$ cat src/rtl/retire_trace_buffer_pkg.sv
// Shared ROB retire-trace constants.
// Holds the fixed retire-record field widths and the bit layout of one packed
// trace entry. From MSB to LSB the layout is {cycle, port, rd, oldrd, data}.
// The top derives its storage slicing from these helpers, so the layout is
// defined in one place only.
package retire_trace_buffer_pkg;

    // Width of the source-port index. It covers up to 4 retire ports.
    localparam int PORT_IDX_W = 2;

    // Width of the lost-entry counter and its saturation value.
    localparam int              DROP_W   = 16;
    localparam logic [DROP_W-1:0] DROP_MAX = '1;

    function automatic int entry_w(input int cyc_w, input int rd_w, input int data_w);
        return cyc_w + PORT_IDX_W + 2 * rd_w + data_w;
    endfunction

    // Field offsets inside a packed entry. The data field sits at bit 0.
    function automatic int off_oldrd(input int data_w);
        return data_w;
    endfunction

    function automatic int off_rd(input int rd_w, input int data_w);
        return data_w + rd_w;
    endfunction

    function automatic int off_port(input int rd_w, input int data_w);
        return data_w + 2 * rd_w;
    endfunction

    function automatic int off_cycle(input int rd_w, input int data_w);
        return data_w + 2 * rd_w + PORT_IDX_W;
    endfunction

endpackage

$ cat src/rtl/retire_compactor.sv
// Retire-port compactor.
// Packs the valid retire ports into consecutive tail slots in ascending port
// order. Each port's slot offset is the number of valid ports below it.
// With WRAP=0, a port is accepted only while its offset is still inside the
// free space, so the highest-numbered ports are the ones that drop.
// Ports:
//   ret_valid  in   per-port valid (already gated by enable)
//   space      in   free slots this cycle, including one freed by a read
//   slot_off   out  per-port offset from the tail pointer
//   accept     out  per-port write strobe
//   n          out  number of valid ports
//   n_acc      out  number of accepted ports
module retire_compactor #(
    parameter int NUM_PORTS = 2,
    parameter int WRAP      = 0,
    parameter int PTR_W     = 4,
    parameter int CNT_W     = 5
) (
    input  logic [NUM_PORTS-1:0]            ret_valid,
    input  logic [CNT_W-1:0]                space,
    output logic [NUM_PORTS-1:0][PTR_W-1:0] slot_off,
    output logic [NUM_PORTS-1:0]            accept,
    output logic [CNT_W-1:0]                n,
    output logic [CNT_W-1:0]                n_acc
);

    always_comb begin
        logic [CNT_W-1:0] tally;
        logic [CNT_W-1:0] tally_acc;
        // NOTE: blocking assignments are correct here; the running tally must be
        // visible to the next loop iteration within the same evaluation.
        tally     = '0;
        tally_acc = '0;
        slot_off  = '0;
        accept    = '0;
        for (int i = 0; i < NUM_PORTS; i++) begin
            // The tally never exceeds NUM_PORTS-1 here, and that fits in PTR_W.
            slot_off[i] = PTR_W'(tally);
            if (ret_valid[i]) begin
                accept[i] = (WRAP != 0) || (tally < space);
                if (accept[i]) tally_acc = tally_acc + 1'b1;
                tally = tally + 1'b1;
            end
        end
        n     = tally;
        n_acc = tally_acc;
    end

endmodule

$ cat src/rtl/retire_trace_buffer.sv
// Retire trace buffer.
// Captures up to NUM_PORTS retired instructions per cycle into a circular
// buffer. Each entry holds {cycle stamp, port, rd, oldrd, data}. The buffer
// is read first-word-fall-through from the head.
// WRAP=0 stops accepting entries when the buffer is full.
// WRAP=1 overwrites the oldest entries when the buffer is full.
// Any lost entry sets the sticky overflow flag and is counted in dropped.
// Ports:
//   clk, rst                 clock; synchronous active-high reset
//   enable, clear            capture enable; synchronous flush pulse
//   ret_valid/rd/oldrd/data  per-port retire record, port 0 oldest
//   rd_ready                 consumer accepts the head entry
//   rd_valid, rd_cycle, rd_port, rd_rd, rd_oldrd, rd_data   head entry
//   count, overflow, dropped occupancy and loss status
//   cycle_count              free-running cycle counter
module retire_trace_buffer
    import retire_trace_buffer_pkg::*;
#(
    parameter int NUM_PORTS = 2,
    parameter int DEPTH     = 16,
    parameter int RD_W      = 6,
    parameter int DATA_W    = 32,
    parameter int CYC_W     = 32,
    parameter int WRAP      = 0
) (
    input  logic                        clk,
    input  logic                        rst,
    input  logic                        enable,
    input  logic                        clear,
    input  logic [NUM_PORTS-1:0]        ret_valid,
    input  logic [NUM_PORTS*RD_W-1:0]   ret_rd,
    input  logic [NUM_PORTS*RD_W-1:0]   ret_oldrd,
    input  logic [NUM_PORTS*DATA_W-1:0] ret_data,
    input  logic                        rd_ready,
    output logic                        rd_valid,
    output logic [CYC_W-1:0]            rd_cycle,
    output logic [1:0]                  rd_port,
    output logic [RD_W-1:0]             rd_rd,
    output logic [RD_W-1:0]             rd_oldrd,
    output logic [DATA_W-1:0]           rd_data,
    output logic [$clog2(DEPTH):0]      count,
    output logic                        overflow,
    output logic [15:0]                 dropped,
    output logic [CYC_W-1:0]            cycle_count
);

    localparam int PTR_W   = $clog2(DEPTH);
    localparam int CNT_W   = PTR_W + 1;
    localparam int ENT_W   = entry_w(CYC_W, RD_W, DATA_W);
    localparam int O_OLDRD = off_oldrd(DATA_W);
    localparam int O_RD    = off_rd(RD_W, DATA_W);
    localparam int O_PORT  = off_port(RD_W, DATA_W);
    localparam int O_CYC   = off_cycle(RD_W, DATA_W);

    logic [PTR_W-1:0] head;
    logic [PTR_W-1:0] tail;
    logic [ENT_W-1:0] mem [DEPTH];
    logic [ENT_W-1:0] head_ent;

    logic [NUM_PORTS-1:0]            vld_g;
    logic [NUM_PORTS-1:0]            accept;
    logic [NUM_PORTS-1:0][PTR_W-1:0] slot_off;
    logic [CNT_W-1:0]                n;
    logic [CNT_W-1:0]                n_acc;
    logic                            rd_fire;
    logic [CNT_W-1:0]                space;
    logic [CNT_W-1:0]                head_adv;
    logic [CNT_W-1:0]                tail_adv;
    logic [CNT_W-1:0]                count_nxt;
    logic [CNT_W-1:0]                lost;
    logic [DROP_W:0]                 drop_sum;

    assign vld_g   = enable ? ret_valid : '0;
    assign rd_fire = rd_valid & rd_ready;
    // The slot being read this cycle is free for this cycle's writes.
    assign space   = CNT_W'(DEPTH) - count + CNT_W'(rd_fire);

    retire_compactor #(
        .NUM_PORTS (NUM_PORTS),
        .WRAP      (WRAP),
        .PTR_W     (PTR_W),
        .CNT_W     (CNT_W)
    ) u_compactor (
        .ret_valid (vld_g),
        .space     (space),
        .slot_off  (slot_off),
        .accept    (accept),
        .n         (n),
        .n_acc     (n_acc)
    );

    always_comb begin
        // NOTE: every output of this block gets a default first, so no latch is
        // inferred whichever branch is taken.
        head_adv  = CNT_W'(rd_fire);
        tail_adv  = n_acc;
        lost      = n - n_acc;
        count_nxt = count + n_acc - CNT_W'(rd_fire);
        if (WRAP != 0) begin
            // Every valid port is written. Any excess over the free space
            // pushes the head past the oldest entries.
            lost      = (n > space) ? n - space : '0;
            tail_adv  = n;
            head_adv  = CNT_W'(rd_fire) + lost;
            count_nxt = count - CNT_W'(rd_fire) + n - lost;
        end
    end

    assign drop_sum = {1'b0, dropped} + (DROP_W + 1)'(lost);

    // Control state
    always_ff @(posedge clk) begin
        // NOTE: non-blocking assignments for all sequential state, so every
        // register samples pre-edge values regardless of statement order.
        if (rst) begin
            head        <= '0;
            tail        <= '0;
            count       <= '0;
            overflow    <= 1'b0;
            dropped     <= '0;
            cycle_count <= '0;
        end else begin
            cycle_count <= cycle_count + 1'b1;
            if (clear) begin
                head     <= '0;
                tail     <= '0;
                count    <= '0;
                overflow <= 1'b0;
                dropped  <= '0;
            end else begin
                head  <= head + PTR_W'(head_adv);
                tail  <= tail + PTR_W'(tail_adv);
                count <= count_nxt;
                if (lost != '0) begin
                    overflow <= 1'b1;
                    dropped  <= drop_sum[DROP_W] ? DROP_MAX : drop_sum[DROP_W-1:0];
                end
            end
        end
    end

    // Entry storage, with NUM_PORTS write ports.
    // NOTE: the storage array is deliberately not reset. count and the
    // pointers alone define which entries are live.
    always_ff @(posedge clk) begin
        if (!rst && !clear) begin
            for (int i = 0; i < NUM_PORTS; i++) begin
                if (accept[i]) begin
                    mem[tail + slot_off[i]] <= {cycle_count, PORT_IDX_W'(i),
                                                ret_rd[i*RD_W +: RD_W],
                                                ret_oldrd[i*RD_W +: RD_W],
                                                ret_data[i*DATA_W +: DATA_W]};
                end
            end
        end
    end

    // First-word-fall-through read port.
    assign head_ent = mem[head];
    assign rd_valid = (count != '0);
    assign rd_cycle = head_ent[O_CYC +: CYC_W];
    assign rd_port  = head_ent[O_PORT +: PORT_IDX_W];
    assign rd_rd    = head_ent[O_RD +: RD_W];
    assign rd_oldrd = head_ent[O_OLDRD +: RD_W];
    assign rd_data  = head_ent[0 +: DATA_W];

endmodule

$ cat config.mk
export PLATFORM = sky130hd
export DESIGN_NAME = retire_trace_buffer
export DESIGN_NICKNAME = d
export VERILOG_FILES = /design/src/rtl/retire_trace_buffer_pkg.sv /design/src/rtl/retire_compactor.sv /design/src/rtl/retire_trace_buffer.sv
export SDC_FILE = /design/constraint.sdc
export NUM_CORES = 2
export LEC_CHECK = 0
export ABC_CLOCK_PERIOD_IN_PS = 8500
export BUFFER_PORTS_ARGS = -buffer_cell sky130_fd_sc_hd__buf_4
export CORE_MARGIN = 2
export CORE_UTILIZATION = 60
export DETAILED_ROUTE_END_ITERATION = 16
export GPL_ROUTABILITY_DRIVEN = 0
export PLACE_DENSITY_LB_ADDON = 0.3
export SLEW_MARGIN = 30
export SYNTH_ARGS = -nofsm -noshare
export SYNTH_HDL_FRONTEND = slang
export SYNTH_SLANG_ARGS = --single-unit
$ cat constraint.sdc
create_clock -name clk -period 8.5 [get_ports clk]
set_input_delay 1.275 -clock clk [delete_from_list [all_inputs] [get_ports clk]]
set_output_delay 1.275 -clock clk [all_outputs]
set_load 0.005 [all_outputs]
==> metrics <==
status=finished clean; post-route clock period utilization=71.4%; pwr dens=~210 nW/µm²; first-pass GRT wire length=256 mm; die area=109,000 µm²; DIE WIDTH=330 µm; Initial Util=60.4%; CP Max Fanout=13; largest net degree at the start of global routing=119; crit path capture type=flop; P_leak=22.1 nW; max_cap viols=0; Synth Net Count=4,858; fin crit period=about 6.1 ns; Routed WL=around 170 mm; TritonCTS Buffers=134; DIE HEIGHT=around 330 µm; HPWL after detailed placement=89.8 mm; Max Transition Viols Final=0; Post-synth top cells=edfxtp_1 (1,216), nand2_1 (907), o31ai_1 (705); Top FF cell, synth=edfxtp_1; CP required=9.16 ns; Critical Path, Cell by Cell=inv_1 > ha_1 > nor2b_1 > nand2_1 > nand2_1 > ha_1 > inv_1 > ha_1 > or4b_1 > o41ai_4 > nand2_1 > a311oi_1 > ha_1 > fa_1 > fa_1 > nor2b_1 > o31ai_1 > a21oi_1 > nand2_1 > and4_1 > nor3_1; vias in the first global route=41,400; Worst Path Buf+Inv=2; Slew headroom=29.4%; most numerous cell in the Yosys netlist=edfxtp_1; TNS Setup=0 ns; Post CTS Setup Buffer Count=0; Yosys warnings=0; H-tree levels=4; CTS tree=yes; RSZ-0062 raised after global routing=false; Skew-Pair Late Insertion Delay=0.74 ns; via count=41,300; Critical Path AT=about 6.7 ns; # IOs=228; CP max stage delay=0.56 ns; final hold vios=0; HP Class=reg -> reg; Synth area leader=edfxtp_1; initial antenna violation count=16; vias per inst=6.74; Cell Area, Synth=63,600 µm²; Cells after Synth=4,736; # hold bufs at CTS=0; CP max-delay cell=or4b_1; Fill cells=7,107; startpoint types=flop; mean post-synth cell area=between 10 and 15 µm²; total track usage=31.9%; total grt overflow=0; Crit Path Category=reg -> reg; Max Buffers Root-to-Sink=3; synth unique cells=54; IO buf count=226; FMAX=165 MHz; Layout Nets=4,743; core area=105,000 µm²; Synth top area share=between 50 and 60%; flop and latch count out of synthesis=1,294; layout cell share with drive strength beyond 1=19.5%; number of flops mapped to enable cells by yosys=1,216; drt pass-1 iters=6; Synth area leaders=edfxtp_1 (57%), mux4_2 (14%), o31ai_1 (8.3%), nand2_1 (5.4%), and2_1 (4.2%); peak supply drop=0.206 mV; async set-reset flop share out of synthesis=0%; Area Growth Syn to Fin=10.1%; total power=0.0146 W; CP top delay family=simple AND/OR/NAND/NOR gates; clock transition at the registers of the reported paths=~0.060 ns; CTS root buf=clkbuf_16; skew final=0.0193 ns; cts repair resizes=0; final setup fails=0; Wirelength per Cell=approximately 28 µm; register area share after synthesis=between 50% and 60%; CTS sink count=1,294; # rows=119; Post-route DRC=0; DR iter-0 viols=5,800; antenna violation net count after detailed routing=0; actual slew at the worst max-slew pin=1.06 ns
worst paths after layout:
check / from / endpoint / slack [ns] / cells past startpoint
worst min register to register: mem[3][44] / mem[3][44] / 0.47 / 2
worst max-delay path: count[3] / dropped[7] / 2.43 / 21
worst max register to register: count[3] / dropped[7] / 2.43 / 21
worst min-delay path: mem[3][44] / mem[3][44] / 0.47 / 2
kinds of logic (layout without fill, tap and decap cells):
kind of cell	after synthesis	after routing	synth area share, %
AO/OA/AOI/OAI	792	792	9.30
other	1	13	0.00590
XOR/XNOR	42	42	0.578
multiplexers	385	385	13.6
flip-flops	1294	1294	59.9
buffers and inverters	580	572	3.98
AND/OR/NAND/NOR	1615	1615	12.1
adder cells (fa/ha/maj)	27	27	0.578
cell usage in the layout, fill, tap and decap left out, types with 15 or more instances in the layout:
master,instances
mux4_2,385
dfxtp_1,74
clkbuf_16,140
clkbuf_1,41
xor2_1,17
buf_4,272
and2_1,427
nand2b_1,18
a21oi_1,25
clkinv_1,17
ha_1,23
clkinv_2,15
edfxtp_1,1216
xnor2_1,25
o21ai_0,31
o31ai_1,705
nand3_1,20
inv_1,30
nand2_1,905
nor2b_1,83
nor2_1,79
state kept, by name (all words and copies together) (netlist names):
name         cells
head             4
cycle_count     32
dropped         16
count            5
mem           1232
overflow         1
tail             4
worst reg2reg max path, stage by stage (launching register included):
cell and delay [ns]:
dfxtp_1 0.33, inv_1 0.11, ha_1 0.19, nor2b_1 0.28
nand2_1 0.13, nand2_1 0.11, ha_1 0.17, inv_1 0.05
ha_1 0.32, or4b_1 0.57, o41ai_4 0.12, nand2_1 0.12
a311oi_1 0.49, ha_1 0.28, fa_1 0.44, fa_1 0.41
nor2b_1 0.18, o31ai_1 0.11, a21oi_1 0.56, nand2_1 0.49
and4_1 0.37, nor3_1 0.17
stage by stage:
stage | area [µm²] | std cells | util, % | setup slack [ns] | hold WS, ns
after floorplan | 63600 | 4736 | - | 3.16 | 0.441
after global placement | 65500 | 5869 | 62.2 | 2.32 | 0.451
after detailed placement | 65600 | 5871 | 62.3 | 2.15 | 0.458
after CTS | 69900 | 6114 | 66.4 | 2.43 | 0.470
after global routing | 70000 | 6125 | 66.5 | 1.95 | 0.488
final | 70000 | 6131 | 66.5 | 2.43 | 0.472
cell type report:
type                    count  area (µm²)  share of cell area [%]
multi-input cells        2862       23200                    33.1
clock inverters            50         467                   0.666
clock buffers             193        3820                    5.46
well taps                1391        1740                    2.49
diodes                     12        30.0                  0.0429
inverters                  33         146                   0.209
repair buffers            296        2530                    3.62
flip-flops and latches   1294       38100                    54.4
metal layers:
metal | GRT usage [%] | vias up | wire length, µm
met5 | 0 | - | 72
met4 | 12.3 | 12 | 5640
li1 | - | 17800 | -
met3 | 7.86 | 386 | 22000
met2 | 50.3 | 2736 | 81000
met1 | 43.2 | 20400 | 62100
where the power goes:
part	internal, W	switching (W)
clock network	0.00335	0.00244
registers	0.00696	0.0000555
logic	0.000883	0.000946
total	0.0112	0.00344
Note: power is estimated with default switching activity, not from simulation.
